===== config.mk =====
export PLATFORM = sky130hd
export DESIGN_NAME = trng_fetch_flat
export DESIGN_NICKNAME = d
export VERILOG_FILES = /design/src/rtl/trng_fetch_if.sv /design/src/rtl/trng_fetch.sv /design/src/flat_wrapper.sv
export SDC_FILE = /design/constraint.sdc
export NUM_CORES = 1
export LEC_CHECK = 0
export CAP_MARGIN = 20
export CORE_MARGIN = 10
export CORE_UTILIZATION = 54
export CTS_CLUSTER_DIAMETER = 200
export DETAILED_ROUTE_END_ITERATION = 8
export HOLD_SLACK_MARGIN = 0.1
export PLACE_DENSITY = 0.77
export SYNTH_ARGS = -nofsm -noshare
export SYNTH_HDL_FRONTEND = slang
export SYNTH_SLANG_ARGS = --single-unit

===== constraint.sdc =====
create_clock -name CLK_I -period 3 [get_ports CLK_I]
set_input_delay 0.45 -clock CLK_I [delete_from_list [all_inputs] [get_ports CLK_I]]
set_output_delay 0.45 -clock CLK_I [all_outputs]
set_load 0.05 [all_outputs]

===== src/rtl/trng_fetch_if.sv =====
// Single-cycle register bus between the trng_fetch initiator and the TRNG slave.
`timescale 1ns/1ps
interface trng_fetch_if;
  logic        SEL_O;
  logic [31:0] ADDR_O;
  logic        WRITE_O;
  logic [31:0] WDATA_O;
  logic [31:0] RDATA_I;

  modport master (output SEL_O, ADDR_O, WRITE_O, WDATA_O, input RDATA_I);
  modport slave  (input SEL_O, ADDR_O, WRITE_O, WDATA_O, output RDATA_I);
endinterface


===== src/rtl/trng_fetch.sv =====
// TRNG fetch engine: enables the generator, polls STATUS, reads DATA words and
// buffers them in a small FIFO exposed as a valid/ready entropy stream.
`timescale 1ns/1ps
module trng_fetch #(
  parameter logic [31:0] BASE_ADDR  = 32'h0000_0000,
  parameter int          FIFO_DEPTH = 4,
  parameter int          POLL_GAP   = 8,
  parameter int          TIMEOUT    = 1024
) (
  input  logic                          CLK_I,
  input  logic                          RESETN_I,
  input  logic                          EN_I,
  trng_fetch_if.master                  bus,
  output logic [31:0]                   DATA_O,
  output logic                          VALID_O,
  input  logic                          READY_I,
  output logic [$clog2(FIFO_DEPTH):0]   LEVEL_O,
  output logic                          ERR_O,
  input  logic                          CLR_ERR_I
);

  localparam int AW = $clog2(FIFO_DEPTH);
  localparam int LW = AW + 1;
  localparam logic [LW-1:0] LVL_FULL     = LW'(FIFO_DEPTH);
  localparam logic [7:0]    GAP_LAST     = 8'(POLL_GAP - 1);
  localparam logic [15:0]   TIMEOUT_LAST = 16'(TIMEOUT - 1);
  localparam logic [31:0]   CTRL_ADDR    = BASE_ADDR;
  localparam logic [31:0]   STATUS_ADDR  = BASE_ADDR + 32'h4;
  localparam logic [31:0]   DATA_ADDR    = BASE_ADDR + 32'h8;

  typedef enum logic [2:0] {IDLE, START, POLL, PWAIT, GAP, RDDATA, DWAIT, STOP} state_t;

  state_t        state;
  logic [7:0]    gap_cnt;
  logic [15:0]   to_cnt;
  logic [31:0]   mem [FIFO_DEPTH];
  logic [AW-1:0] rd_ptr, wr_ptr, rd_next;
  logic          push, pop;

  // Bus outputs are loaded on entry to the state that owns the transaction,
  // so each one is visible for exactly the cycle spent in that state.
  always_ff @(posedge CLK_I or negedge RESETN_I) begin
    if (!RESETN_I) begin
      state       <= IDLE;
      gap_cnt     <= '0;
      bus.SEL_O   <= 1'b0;
      bus.ADDR_O  <= '0;
      bus.WRITE_O <= 1'b0;
      bus.WDATA_O <= '0;
    end else begin
      bus.SEL_O   <= 1'b0;
      bus.ADDR_O  <= '0;
      bus.WRITE_O <= 1'b0;
      bus.WDATA_O <= '0;
      case (state)
        IDLE: if (EN_I) begin
          state       <= START;
          bus.SEL_O   <= 1'b1;
          bus.ADDR_O  <= CTRL_ADDR;
          bus.WRITE_O <= 1'b1;
          bus.WDATA_O <= 32'h1;
        end
        START: begin
          state      <= POLL;
          bus.SEL_O  <= 1'b1;
          bus.ADDR_O <= STATUS_ADDR;
        end
        POLL: state <= PWAIT;
        PWAIT: begin
          if (!EN_I) begin
            state       <= STOP;
            bus.SEL_O   <= 1'b1;
            bus.ADDR_O  <= CTRL_ADDR;
            bus.WRITE_O <= 1'b1;
          end else if (bus.RDATA_I[0] && (LEVEL_O < LVL_FULL)) begin
            state      <= RDDATA;
            bus.SEL_O  <= 1'b1;
            bus.ADDR_O <= DATA_ADDR;
          end else begin
            state   <= GAP;
            gap_cnt <= '0;
          end
        end
        GAP: begin
          if (!EN_I) begin
            state       <= STOP;
            bus.SEL_O   <= 1'b1;
            bus.ADDR_O  <= CTRL_ADDR;
            bus.WRITE_O <= 1'b1;
          end else if (gap_cnt == GAP_LAST) begin
            state      <= POLL;
            bus.SEL_O  <= 1'b1;
            bus.ADDR_O <= STATUS_ADDR;
          end else begin
            gap_cnt <= gap_cnt + 8'd1;
          end
        end
        RDDATA: state <= DWAIT;
        DWAIT: begin
          bus.SEL_O <= 1'b1;
          if (!EN_I) begin
            state       <= STOP;
            bus.ADDR_O  <= CTRL_ADDR;
            bus.WRITE_O <= 1'b1;
          end else begin
            state      <= POLL;
            bus.ADDR_O <= STATUS_ADDR;
          end
        end
        STOP: state <= IDLE;
        default: state <= IDLE;
      endcase
    end
  end

  always_ff @(posedge CLK_I or negedge RESETN_I) begin
    if (!RESETN_I) begin
      to_cnt <= '0;
      ERR_O  <= 1'b0;
    end else if (CLR_ERR_I) begin
      to_cnt <= '0;
      ERR_O  <= 1'b0;
    end else if (state == PWAIT) begin
      if (bus.RDATA_I[0]) begin
        to_cnt <= '0;
      end else if (to_cnt == TIMEOUT_LAST) begin
        to_cnt <= '0;
        ERR_O  <= 1'b1;
      end else begin
        to_cnt <= to_cnt + 16'd1;
      end
    end
  end

  assign pop     = VALID_O & READY_I;
  assign push    = (state == DWAIT) && ((LEVEL_O != LVL_FULL) || pop);
  assign rd_next = rd_ptr + 1'b1;

  always_ff @(posedge CLK_I) begin
    if (push) mem[wr_ptr] <= bus.RDATA_I;
  end

  // DATA_O is a registered copy of the head: on a pop it takes the next stored
  // word, or the word being pushed when the FIFO held only one entry.
  always_ff @(posedge CLK_I or negedge RESETN_I) begin
    if (!RESETN_I) begin
      rd_ptr  <= '0;
      wr_ptr  <= '0;
      LEVEL_O <= '0;
      VALID_O <= 1'b0;
      DATA_O  <= '0;
    end else begin
      if (push) wr_ptr <= wr_ptr + 1'b1;
      if (pop)  rd_ptr <= rd_next;
      if (push && !pop) begin
        LEVEL_O <= LEVEL_O + 1'b1;
        VALID_O <= 1'b1;
      end else if (pop && !push) begin
        LEVEL_O <= LEVEL_O - 1'b1;
        VALID_O <= (LEVEL_O != LW'(1));
      end
      if (pop) begin
        if (LEVEL_O > LW'(1)) DATA_O <= mem[rd_next];
        else if (push)        DATA_O <= bus.RDATA_I;
      end else if (push && (LEVEL_O == '0)) begin
        DATA_O <= bus.RDATA_I;
      end
    end
  end

endmodule


===== src/flat_wrapper.sv =====
// flat-port wrapper written by rule: the top's interface ports become plain ports
module trng_fetch_flat 
#(
  parameter logic [31:0] BASE_ADDR  = 32'h0000_0000,
  parameter int          FIFO_DEPTH = 4,
  parameter int          POLL_GAP   = 8,
  parameter int          TIMEOUT    = 1024
)
  (CLK_I, RESETN_I, EN_I, DATA_O, VALID_O, READY_I, LEVEL_O, ERR_O, CLR_ERR_I, bus_SEL_O, bus_ADDR_O, bus_WRITE_O, bus_WDATA_O, bus_RDATA_I);
  trng_fetch_if bus_i ();
  input  logic CLK_I;
  input  logic RESETN_I;
  input  logic EN_I;
  output logic [31:0] DATA_O;
  output logic VALID_O;
  input  logic READY_I;
  output logic [$clog2(FIFO_DEPTH):0] LEVEL_O;
  output logic ERR_O;
  input  logic CLR_ERR_I;
  output wire logic [$bits(bus_i.SEL_O)-1:0] bus_SEL_O;
  output wire logic [$bits(bus_i.ADDR_O)-1:0] bus_ADDR_O;
  output wire logic [$bits(bus_i.WRITE_O)-1:0] bus_WRITE_O;
  output wire logic [$bits(bus_i.WDATA_O)-1:0] bus_WDATA_O;
  input wire logic [$bits(bus_i.RDATA_I)-1:0] bus_RDATA_I;
  assign bus_SEL_O = bus_i.SEL_O;
  assign bus_ADDR_O = bus_i.ADDR_O;
  assign bus_WRITE_O = bus_i.WRITE_O;
  assign bus_WDATA_O = bus_i.WDATA_O;
  assign bus_i.RDATA_I = bus_RDATA_I;
  trng_fetch #(.BASE_ADDR(BASE_ADDR), .FIFO_DEPTH(FIFO_DEPTH), .POLL_GAP(POLL_GAP), .TIMEOUT(TIMEOUT)) u_core (.CLK_I(CLK_I), .RESETN_I(RESETN_I), .EN_I(EN_I), .bus(bus_i), .DATA_O(DATA_O), .VALID_O(VALID_O), .READY_I(READY_I), .LEVEL_O(LEVEL_O), .ERR_O(ERR_O), .CLR_ERR_I(CLR_ERR_I));
endmodule

==> impl_metrics.yaml <==
setup_path:
  required_ns: 3.41
  r2r_start: "u_core.LEVEL_O[1]"
  cp_cell_sequence: "inv_1, ha_1, o21ba_2, o21bai_4, buf_4, nor2_1, a21oi_1"
  path_class: "flop to flop"
  cp_top_family: "compound AO/OA/AOI/OAI gates"
  timing.rr.end: "u_core.DATA_O[10]"
  timing.critical_path.buf_inv: 2
  cp_max_fo: 43
  cp-start-kind: "flop"
  ff2ff_setup_slack_ns: 0.57
  cpMaxStageDelayCell: "o21bai_4"
  arrival_ns: 2.84
  endpoint_kind: "flop"
  cpPeakStageDelay_ns: 0.77
  reg2reg_depth: 7
timing:
  tns_ns: 0
  tightest_slew_ns: 1.01
  layout_min_cycle_time_ns: 2.43
  slew_violations: 0
  finalHoldWorstSlack_ns: 0.0929
  slew_headroom: 0.326
  rsz0062_at_grt: "no"
  fin_crit_sh: 0.810
  max_clock_freq_ghz: 0.411
  hold_viol_final: 0
  skew_ns: 0.0147
  setup_viol: 0
  setup_ws_ns: 0.569
layout:
  syn2layout_area_growth_pct: 17.4
  final_util: 0.650
  fin_area_sq_um: 10400
  fin_cells: 934
  num_antenna_cells: 0
  drive_above_1_share: 0.128
  layout.nets: 753
placed_design:
  hpwl_um: 12500
  place_ws_ns: 0.519
  gp_congestion: 0.843
  io_buffer_count: 78
  place_area_sq_um: 9730
  dpl.cell_count: 896
grt:
  grt_pass1_vias: 5537
  met1_usage: 0.195
  grt_use_met3: 0.0413
  grt_util_met2: 0.297
  grt_start_max_net_pins: 74
  grt_use_total: 0.165
  overflow: 0
  antenna_found_initial: 0
  grt_pass1_wl_um: 29600
  grt.busiest_layer: "met2"
route:
  drtPass1Iterations: 4
  remaining_drc_errors: 0
  drt_iter0_markers: 320
  routed_wl_um: 18500
  viasPerCell: 5.50
  route.antenna.remaining_nets: 0
  vias: 5135
  wl_per_cell_um: 19.8
floorplanning:
  rows: 46
  die_w_um: 148
  fp.dieArea_sq_um: 21900
  fp.coreArea_sq_um: 16000
  start_util: 0.554
  io_pins: 140
  die_h_um: 148
power:
  internal-power_mw: 6.40
  ir_drop_mv: 0.756
  powerDensity_nw_per_um2: 972
  combPwrFrac: 0.371
  p_sw_frac: 0.367
  p_sw_mw: 3.71
  p_leak_nw: 4.08
  pwr-share-clk: 0.250
  seqPwrFrac: 0.379
  power_mw: 10.1
clocking:
  post_cts_buffers: 0
  cts_resized: 0
  numCtsBuffers: 21
  cts.path.max_buffers: 3
  htree_levels: 1
  cts_tree: "yes"
  root_buffer: "clkbuf_16"
  clock_latency_ns: 0.49
  hold_buffers: 0
  clock-sinks: 201
  path_clk_slew_ns: 0.06
logic_synthesis:
  async_reset_ff_frac: 0.363
  yosysSeqAreaShare: 0.640
  synth_area_sq_um: 8860
  netlist_instances: 617
  ys_types: 56
  avgSynthCellArea_sq_um: 14.4
  yosysWarnings: 0
  synth_edf_count: 128
  ys_ff_latch: 201
  synthFlopType: "edfxtp_1"
status:
  outcome: "finished, final reports clean"
hold_path:
  hold_path.class: "input port to async pin"
flow_run:
  drv_cap: 0
## cell type report
cell class / instances / area [sq um]
Clock buffer: 29 / 576
Clock inverter: 9 / 97.6
Fill cell: 1153 / 5590
Inverter: 11 / 41.3
Multi-Input combinational cell: 377 / 2820
Sequential cell: 201 / 5670
Tap cell: 216 / 270
Timing Repair Buffer: 91 / 926
## flip-flops by register name, summed over array words and instances, names as in the netlist
register            flops
u_core.DATA_O          32
u_core.ERR_O            1
u_core.LEVEL_O          3
u_core.VALID_O          1
u_core.bus.ADDR_O       2
u_core.bus.SEL_O        1
u_core.bus.WDATA_O      1
u_core.bus.WRITE_O      1
u_core.gap_cnt          8
u_core.mem            128
u_core.rd_ptr           2
u_core.state            3
u_core.to_cnt          16
u_core.wr_ptr           2
## synth_stat cells, drive strengths merged (8+ instances only)
| library cell | n | area [sq um] |
|---|---|---|
| a21oi | 49 | 245 |
| and2 | 8 | 50.1 |
| buf | 72 | 509 |
| clkbuf | 16 | 60.1 |
| dfrtp | 73 | 1830 |
| edfxtp | 128 | 3840 |
| ha | 13 | 163 |
| inv | 11 | 41.3 |
| mux2i | 34 | 340 |
| mux4 | 32 | 721 |
| nand2 | 16 | 60.1 |
| nand3 | 9 | 45.0 |
| nor2 | 50 | 188 |
| o21ai | 19 | 95.1 |
| or3 | 9 | 61.3 |
## routing by layer
metal / part of all wire / wire length [um]
met1: 0.38 / 7040
met3: 0.065 / 1200
met2: 0.54 / 9990
met5: 0 / 0
met4: 0.016 / 297
## worst max path at each step
stage / from / endpoint / slack, ns / cells after the start
after floorplan: u_core.LEVEL_O[0] / u_core.mem[0][0] / 0.27 / 4
after global placement: READY_I / u_core.mem[1][14] / 0.60 / 6
after detailed placement: READY_I / u_core.mem[1][7] / 0.52 / 6
after CTS: u_core.LEVEL_O[1] / u_core.DATA_O[10] / 0.57 / 7
after global routing: u_core.LEVEL_O[1] / u_core.DATA_O[10] / 0.34 / 7
final: u_core.LEVEL_O[1] / u_core.DATA_O[10] / 0.57 / 7
## power by group through the flow
stage                     clock network [mW]  registers [mW]  logic, mW
after detailed placement                   0            3.88       3.76
final                                   2.53            3.83       3.75
after floorplan                            0            4.61       1.91
after CTS                               2.58            3.84       3.79
after global placement                     0            3.84       3.66
after global routing                    2.70            3.89       4.03
## kinds of logic (layout without fill, tap and decap cells)
kind of cell,count (synthesis),after routing,share of synthesized area
AOI/OAI and AO/OA,92,92,0.0606
adders and majority gates,13,13,0.0184
and+or+nand+nor,130,130,0.0771
xor gates and xnor gates,14,14,0.0138
muxes,67,67,0.121
buffers and inverters,99,140,0.0689
DFF,201,201,0.640
other,1,61,0.000423
## worst register-to-register path, stage by stage (launching register included)
cell      delay [ns]
dfrtp_1         0.43
inv_1           0.14
ha_1            0.17
o21ba_2         0.17
o21bai_4        0.77
buf_4           0.42
nor2_1          0.09
a21oi_1         0.15
## placed cells by master, fill, tap and decap left out, types with 3 or more instances in the layout
| cell | count |
|---|---|
| edfxtp_1 | 128 |
| clkdlybuf4s50_1 | 77 |
| dfrtp_1 | 72 |
| conb_1 | 61 |
| nor2_1 | 50 |
| a21oi_1 | 49 |
| mux2i_1 | 34 |
| mux4_2 | 32 |
| clkbuf_16 | 21 |
| o21ai_0 | 19 |
| nand2_1 | 16 |
| ha_1 | 13 |
| inv_1 | 11 |
| buf_4 | 10 |
| nand3_1 | 9 |
| or3_1 | 8 |
| xnor2_1 | 7 |
| xor2_1 | 7 |
| clkbuf_1 | 6 |
| nor2b_1 | 5 |
| o2111ai_1 | 5 |
| clkinv_2 | 5 |
| and3_1 | 4 |
| nand2b_1 | 4 |
| nor3_1 | 4 |
| and2_2 | 4 |
| and2_1 | 4 |
| buf_12 | 4 |
| nor4b_1 | 3 |
| and4_1 | 3 |
No activity file was read; power rests on OpenSTA's default activity.
